<file path="src/rtl/axi_id_gen_pkg.sv">
// Shared types and helpers for the AXI ID remap table.
// Slot fields are sized to the widest supported config; the top uses the low bits.
package axi_id_gen_pkg;

  localparam int MAX_ID_W  = 32;
  localparam int MAX_CNT_W = 16;

  function automatic int idx_w(input int n);
    return (n > 1) ? $clog2(n) : 1;
  endfunction

  typedef struct packed {
    logic                 valid;
    logic [MAX_ID_W-1:0]  id;
    logic [MAX_CNT_W-1:0] cnt;
  } slot_t;

endpackage

</file>
<file path="src/rtl/axi_id_gen_ffs.sv">
// Lowest-set-bit priority encoder.
// Returns the index of the lowest asserted request and a found flag.
module axi_id_gen_ffs #(
  parameter int N = 4,
  parameter int W = 2
) (
  input  logic [N-1:0] req_i,
  output logic [W-1:0] idx_o,
  output logic         found_o
);

  always_comb begin
    idx_o = '0;
    for (int i = N - 1; i >= 0; i--) begin
      if (req_i[i]) idx_o = W'(i);
    end
  end

  assign found_o = |req_i;

endmodule

</file>
<file path="src/rtl/axi_id_gen.sv">
// AXI ID remap table: wide master IDs onto compact slave IDs, restored on response.
// Optional sticky protocol checking is built when ID_GEN_ERR_CHECK_EN is defined.
module axi_id_gen
  import axi_id_gen_pkg::*;
#(
  parameter int ID_WIDTH_IN  = 8,
  parameter int ID_WIDTH_OUT = 6,
  parameter int N_ENTRY      = 4,
  parameter int CNT_WIDTH    = 3
) (
  input  logic                    clk,
  input  logic                    rst_n,
  input  logic                    incr_i,
  input  logic [ID_WIDTH_IN-1:0]  ID_i,
  output logic [ID_WIDTH_OUT-1:0] ID_o,
  output logic                    full_o,
  input  logic                    release_ID_i,
  input  logic [ID_WIDTH_OUT-1:0] BID_i,
  output logic [ID_WIDTH_IN-1:0]  BID_o,
  output logic                    empty_o,
  output logic                    err_o
);

  localparam int IW = idx_w(N_ENTRY);
  localparam logic [MAX_CNT_W-1:0] CNT_SAT =
    MAX_CNT_W'((2 ** CNT_WIDTH) - 1);
  localparam logic [MAX_CNT_W-1:0] CNT_ONE = MAX_CNT_W'(1);

  slot_t tbl_q [N_ENTRY];
  slot_t tbl_d [N_ENTRY];

  logic [N_ENTRY-1:0] free_vec;
  logic [N_ENTRY-1:0] vld_vec;
  logic [IW-1:0]      free_idx;
  logic               free_found;
  logic [IW-1:0]      hit_idx;
  logic               hit;
  logic [IW-1:0]      sel_idx;
  logic               full;
  logic               acc;
  logic [IW-1:0]      bid_idx;
  logic               bid_ok;
  logic               rel_ok;

  always_comb begin
    hit     = 1'b0;
    hit_idx = '0;
    for (int i = 0; i < N_ENTRY; i++) begin
      vld_vec[i]  = tbl_q[i].valid;
      free_vec[i] = ~tbl_q[i].valid;
      if (tbl_q[i].valid &&
          tbl_q[i].id == MAX_ID_W'(ID_i)) begin
        hit     = 1'b1;
        hit_idx = IW'(i);
      end
    end
  end

  axi_id_gen_ffs #(
    .N (N_ENTRY),
    .W (IW)
  ) u_ffs (
    .req_i   (free_vec),
    .idx_o   (free_idx),
    .found_o (free_found)
  );

  // An already-mapped ID must stay on its slot to keep same-ID order.
  always_comb begin
    if (hit) begin
      sel_idx = hit_idx;
      full    = (tbl_q[hit_idx].cnt == CNT_SAT);
    end else begin
      sel_idx = free_idx;
      full    = ~free_found;
    end
  end

  always_comb begin
    ID_o = '0;
    if (!full) ID_o[IW-1:0] = sel_idx;
  end

  assign full_o  = full;
  assign empty_o = ~(|vld_vec);
  assign acc     = incr_i & ~full;

  assign bid_idx = BID_i[IW-1:0];
  assign bid_ok  = ((BID_i >> IW) == '0) &&
                   ({1'b0, bid_idx} < (IW+1)'(N_ENTRY));
  assign rel_ok  = release_ID_i & bid_ok &
                   tbl_q[bid_idx].valid;

  assign BID_o = bid_ok ?
                 tbl_q[bid_idx].id[ID_WIDTH_IN-1:0] : '0;

  always_comb begin
    for (int i = 0; i < N_ENTRY; i++) begin
      tbl_d[i] = tbl_q[i];
      if (acc && sel_idx == IW'(i) &&
          !(rel_ok && bid_idx == IW'(i))) begin
        tbl_d[i].cnt = tbl_q[i].cnt + CNT_ONE;
        if (!tbl_q[i].valid) tbl_d[i].id = MAX_ID_W'(ID_i);
      end else if (rel_ok && bid_idx == IW'(i) &&
                   !(acc && sel_idx == IW'(i))) begin
        tbl_d[i].cnt = tbl_q[i].cnt - CNT_ONE;
      end
      tbl_d[i].valid = (tbl_d[i].cnt != '0);
    end
  end

  always_ff @(posedge clk or negedge rst_n) begin
    if (!rst_n) begin
      for (int i = 0; i < N_ENTRY; i++) tbl_q[i] <= '0;
    end else begin
      for (int i = 0; i < N_ENTRY; i++) tbl_q[i] <= tbl_d[i];
    end
  end

`ifdef ID_GEN_ERR_CHECK_EN
  logic err_q;
  logic err_d;

  assign err_d = err_q |
                 (release_ID_i & ~rel_ok) |
                 (incr_i & full);

  always_ff @(posedge clk or negedge rst_n) begin
    if (!rst_n) err_q <= 1'b0;
    else        err_q <= err_d;
  end

  assign err_o = err_q;
`else
  assign err_o = 1'b0;
`endif

endmodule
</file>
<file path="config.mk">
export PLATFORM = sky130hd
export DESIGN_NAME = axi_id_gen
export DESIGN_NICKNAME = d
export VERILOG_FILES = /design/src/rtl/axi_id_gen_pkg.sv /design/src/rtl/axi_id_gen_ffs.sv /design/src/rtl/axi_id_gen.sv
export SDC_FILE = /design/constraint.sdc
export NUM_CORES = 1
export LEC_CHECK = 0
export BUFFER_PORTS_ARGS = -buffer_cell sky130_fd_sc_hd__buf_2
export CORE_UTILIZATION = 60
export CTS_CLUSTER_SIZE = 40
export DETAILED_ROUTE_END_ITERATION = 8
export GPL_TIMING_DRIVEN = 0
export PLACE_DENSITY = 0.86
export SYNTH_ARGS = -nofsm -noshare
export SYNTH_HDL_FRONTEND = slang
export SYNTH_SLANG_ARGS = --single-unit
</file>
<file path="constraint.sdc">
create_clock -name clk -period 4.3 [get_ports clk]
set_input_delay 0.43 -clock clk [delete_from_list [all_inputs] [get_ports clk]]
set_output_delay 0.43 -clock clk [all_outputs]
set_load 0.03 [all_outputs]
</file>
# --- Yosys cells after proc, flatten, opt, wreduce, memory -nomap -nowiden ---
# Cells that the tools add are included.
# W data, S select, Z words.
word_totals:
  ff_bits: 100
  inputBits: 18
  wordCells: 115
op_classes:
  n_addsub: 8
  magnitude_cmp: 2
  n_eq_ne: 11
  n_mux: 29
  n_bitwise: 12
  reduce_logical: 41
ops:
  columns: ["operator", "n"]
  rows:
  - ["$bmux W49 S2", 2]
  - ["$mux W16", 10]
  - ["$mux W49", 2]
  - ["$add A16 B1 Y16 const B", 4]
  - ["$reduce_bool A16 Y1", 4]
  - ["$sub A16 B1 Y16 const B", 4]
  - ["$eq A8 B8 Y1", 4]
  - ["$logic_and A1 B1 Y1", 20]
  - ["$eq A16 B3 Y1 const B", 1]
  - ["$mux W2", 8]
  - ["$eq A2 B2 Y1 const B", 4]
  - ["$logic_not A1 Y1", 8]
  - ["$mux W8", 1]
  - ["$reduce_and A2 Y1", 4]
  - ["$reduce_or A4 Y1", 2]
  - ["$not A1 Y1", 7]
  - ["$ge A3 B3 Y1 const B", 2]
  - ["$logic_not A6 Y1", 1]
  - ["$mux W1", 6]
  - ["$not A2 Y3", 2]
  - ["$eq A2 B1 Y1 const B", 2]
  - ["$logic_not A2 Y1", 2]
  - ["$and A1 B1 Y1", 3]

# --- Depth between registers and ports, before layout ---
logic_depth:
  ltp_word: 19
  mapped_depth: 14

# --- Cells and area by module ---
# A second synthesis with hierarchy kept.
unflattened:
  cells_unflattened: 712
  area_unflattened_um2: 6736.5
by_module_without_submodules:
  columns: ["mod", "n_inst", "cells_each", "area_per_inst_um2", "seq_area_each_um2"]
  rows:
  - ["axi_id_gen", 1, 705, 6701.4, 2502.4]
  - ["axi_id_gen_ffs", 1, 7, 35.0, 0.0]

# --- Worst setup path before layout ---
# Ideal clock, no wire load.
synth_timing:
  path_kind: "input to register"
  from: "input port ID_i[1]"
  to: "register tbl_q[195] (netlist name)"
  setup_time_ns: 0.137
  t_arrival_ns: 3.398
  required_time_ns: 4.163
  setup_slack_ns: 0.766
  stages: 13
  path_buffers: 2
  path_cell_list: "buf_2 > xor2_1 > nor4_2 > nand4_2 > nor4bb_1 > clkbuf_2 > or4b_1 > nor3_1 > a21oi_1 > xnor2_1 > or4_1 > nor4_2 > nand4b_1"
synth_lines:
  columns: ["item", "line", "rtl"]
  rows:
  - ["from (decl)", "axi_id_gen.sv:14", "input logic [ID_WIDTH_IN-1:0] ID_i,"]

==> flow_metrics.py <==
metrics = {
    "die": {
        "placementRows": 38,
        "dieArea_sq_um": 11800,
        "io_pins": 35,
        "core_area_sq_um": 10900,
        "die_x_um": 109,
        "start_util_pct": 62.3,
        "die_h_um": 109,
    },
    "finish": {
        "diodes": 0,
        "layout_common_cells": "100 x dfrtp_1, 60 x nor2_1, 57 x xnor2_1",
        "largest-register": "tbl_q",
        "largest_reg_flops": 100,
        "layout-drive-gt1-share_pct": 16.5,
        "final_common_cell": "dfrtp_1",
        "area_growth_pct": 9.25,
        "nets": 785,
        "reg_top3": "tbl_q (100)",
    },
    "timing": {
        "hold_viol_final": 0,
        "hold-worst-slack_ns": 0.110,
        "setup_ws_ns": 0.317,
        "fmax_ghz": 0.251,
        "post-route-min-period_ns": 3.98,
        "grt_setup_unrepaired": "false",
        "maxSlewHeadroom_pct": 29.2,
        "fin_crit_sh_pct": 92.6,
        "slew_violations": 0,
        "worstMarginPinSlew_ns": 1.05,
        "finClkSkew_ns": 0.00924,
        "setup_viol": 0,
        "setup_tns_ns": 0,
    },
    "place": {
        "dp_hpwl_um": 12100,
        "io_buffers": 21,
        "gp_congestion": 0.925,
        "dp_slack_ns": 0.230,
    },
    "worst_hold_path": {
        "min_path_type": "primary input to async pin",
    },
    "job": {
        "cap_violations": 0,
    },
    "clock_tree": {
        "cts_tree": "done",
        "cts_buffer_depth": 2,
        "htreeDepth": 3,
        "cts_hold_buffers": 0,
        "postCtsSetupBuffers": 0,
        "clock_sinks": 100,
        "numCtsBuffers": 9,
        "root_buffer": "clkbuf_16",
        "clk_pin_slew_ns": 0.07,
        "clk-insertion-delay-late_ns": 0.36,
        "cts_resized": 0,
    },
    "route": {
        "highest_layer": "met4",
        "drtIter0Drc": 505,
        "met3_length_um": 1330,
        "wl_met1_um": 6700,
        "wl_per_cell_um": 18.5,
        "firstDrtPassIters": 7,
        "drc_errors": 0,
        "via_per_inst": 6.56,
        "ant_nets": 0,
        "wl_met2_um": 8220,
        "finalWirelength_um": 16700,
        "routed-via-count": 5929,
    },
    "worst_setup_path": {
        "critPathArrivalTime_ns": 4.19,
        "worstSetupPathType": "flop to flop",
        "critical_path.startpoint_type": "flop",
        "crit_required_ns": 4.50,
        "critPathMaxFanout": 10,
        "r2r-start": "tbl_q[154]",
        "crit_path_end_kind": "flop",
        "startpoint": "tbl_q[154]",
    },
    "power": {
        "power.switching_mw": 1.42,
        "irDropWorstVdd_mv": 0.283,
        "p_per_area_nw_per_um2": 479,
        "netSwitchingFraction_pct": 39.7,
        "comb_power_share_pct": 37.3,
        "clock_power_share_pct": 23.7,
        "leakage_nw": 3.25,
        "p_int_mw": 2.15,
        "seq_power_share_pct": 39.0,
    },
    "synth": {
        "synth_edf_count": 0,
        "yosys_warnings": 0,
        "synth_seq_area_share_pct": 36.7,
        "syn_area_sq_um": 6820,
        "synthDistinctLibCells": 80,
        "synthArstFlopShare_pct": 100,
        "syn_avg_cell_area_sq_um": 9.44,
        "ys.flop_type": "dfrtp_1",
        "syn_inst": 722,
        "ys_ff_latch": 100,
    },
    "global_route": {
        "grt_usage_pct": 29.8,
        "grt_pass1_wl_um": 27300,
        "antenna_found_initial": 0,
        "grt-ovfl-total": 0,
        "grt_max_degree": 52,
        "grt_pass1_vias": 5682,
    },
    "outcome": {
        "status": "finished clean",
    },
}
power by group through the flow:
stage | combinational (mW) | clock, mW | sequential, mW
2_1_floorplan | 1.01 | 0 | 1.33
3_3_place_gp | 1.23 | 0 | 1.37
3_5_place_dp | 1.29 | 0 | 1.40
4_1_cts | 1.31 | 0.850 | 1.38
5_1_grt | 1.44 | 0.885 | 1.42
6_report | 1.33 | 0.845 | 1.39
cell usage after synthesis (17+ instances only):
master	number	area, sq um
nor3_1	33	165
xnor2_1	57	499
nand4_1	20	125
inv_1	17	63.8
nor4_1	24	150
and2_1	20	125
nor2_1	60	225
dfrtp_1	100	2500
xor2_1	31	272
nand2_1	45	169
and3_1	21	131
mux2_2	33	372
nand3_1	37	185
critical path: stages, from the launching register on:
cell and delay [ns]:
dfrtp_1 0.36, clkbuf_1 0.20, nor3_1 0.51, nand4_1 0.15
or4_1 0.42, and3_1 0.24, nand2_1 0.26, a21bo_2 0.21
buf_2 0.24, nor2_1 0.18, o311ai_0 0.54, o21ai_0 0.17
nor4_1 0.20, nand3_1 0.17
per-stage QoR:
stage / util, % / cell area [sq um] / instances / total power [mW]
2_1_floorplan: - / 6830 / 726 / 2.34
3_3_place_gp: 65.0 / 7110 / 887 / 2.61
3_5_place_dp: 65.3 / 7140 / 888 / 2.68
4_1_cts: 68.1 / 7450 / 904 / 3.54
5_1_grt: 68.1 / 7450 / 904 / 3.75
6_report: 68.1 / 7450 / 904 / 3.56
cell families after synthesis:
| logic type | count (synthesis) | synth area share (%) |
|---|---|---|
| compound gates | 92 | 10.5 |
| fa+ha+maj | 8 | 1.47 |
| simple gates | 327 | 26.5 |
| other cells | 1 | 0.0550 |
| mux | 49 | 9.34 |
| xor+xnor | 88 | 11.3 |
| flops | 100 | 36.7 |
| buf+inv | 57 | 4.11 |
cell type report:
class                      instances  area [sq um]
multi-input combinational        569          4050
fill                             805          3490
sequential                       100          2500
clock buffer                       9           225
buffer                            40           216
tap                              140           175
timing repair buffer              22           135
clock inverter                     7          80.1
inverter                          17          63.8
metal layers:
layer / vias up / global-route usage (%)
li1: 2702 / -
met1: 2870 / 38.5
met2: 310 / 49.4
met3: 47 / 5.49
met4: 0 / 12.2
met5: - / 0
path summary, 6_finish.rpt:
path                               to  depth (start not counted)  slack, ns
setup / recovery           tbl_q[146]                         13       0.32
hold reg to reg             tbl_q[64]                          1       0.51
max in group asynchronous   tbl_q[62]                          2       3.52
hold / removal             tbl_q[154]                          1       0.11
setup reg to reg           tbl_q[146]                         13       0.32
min in group clk           tbl_q[166]                          2       0.36
Note: power is estimated with default switching activity, not from simulation.
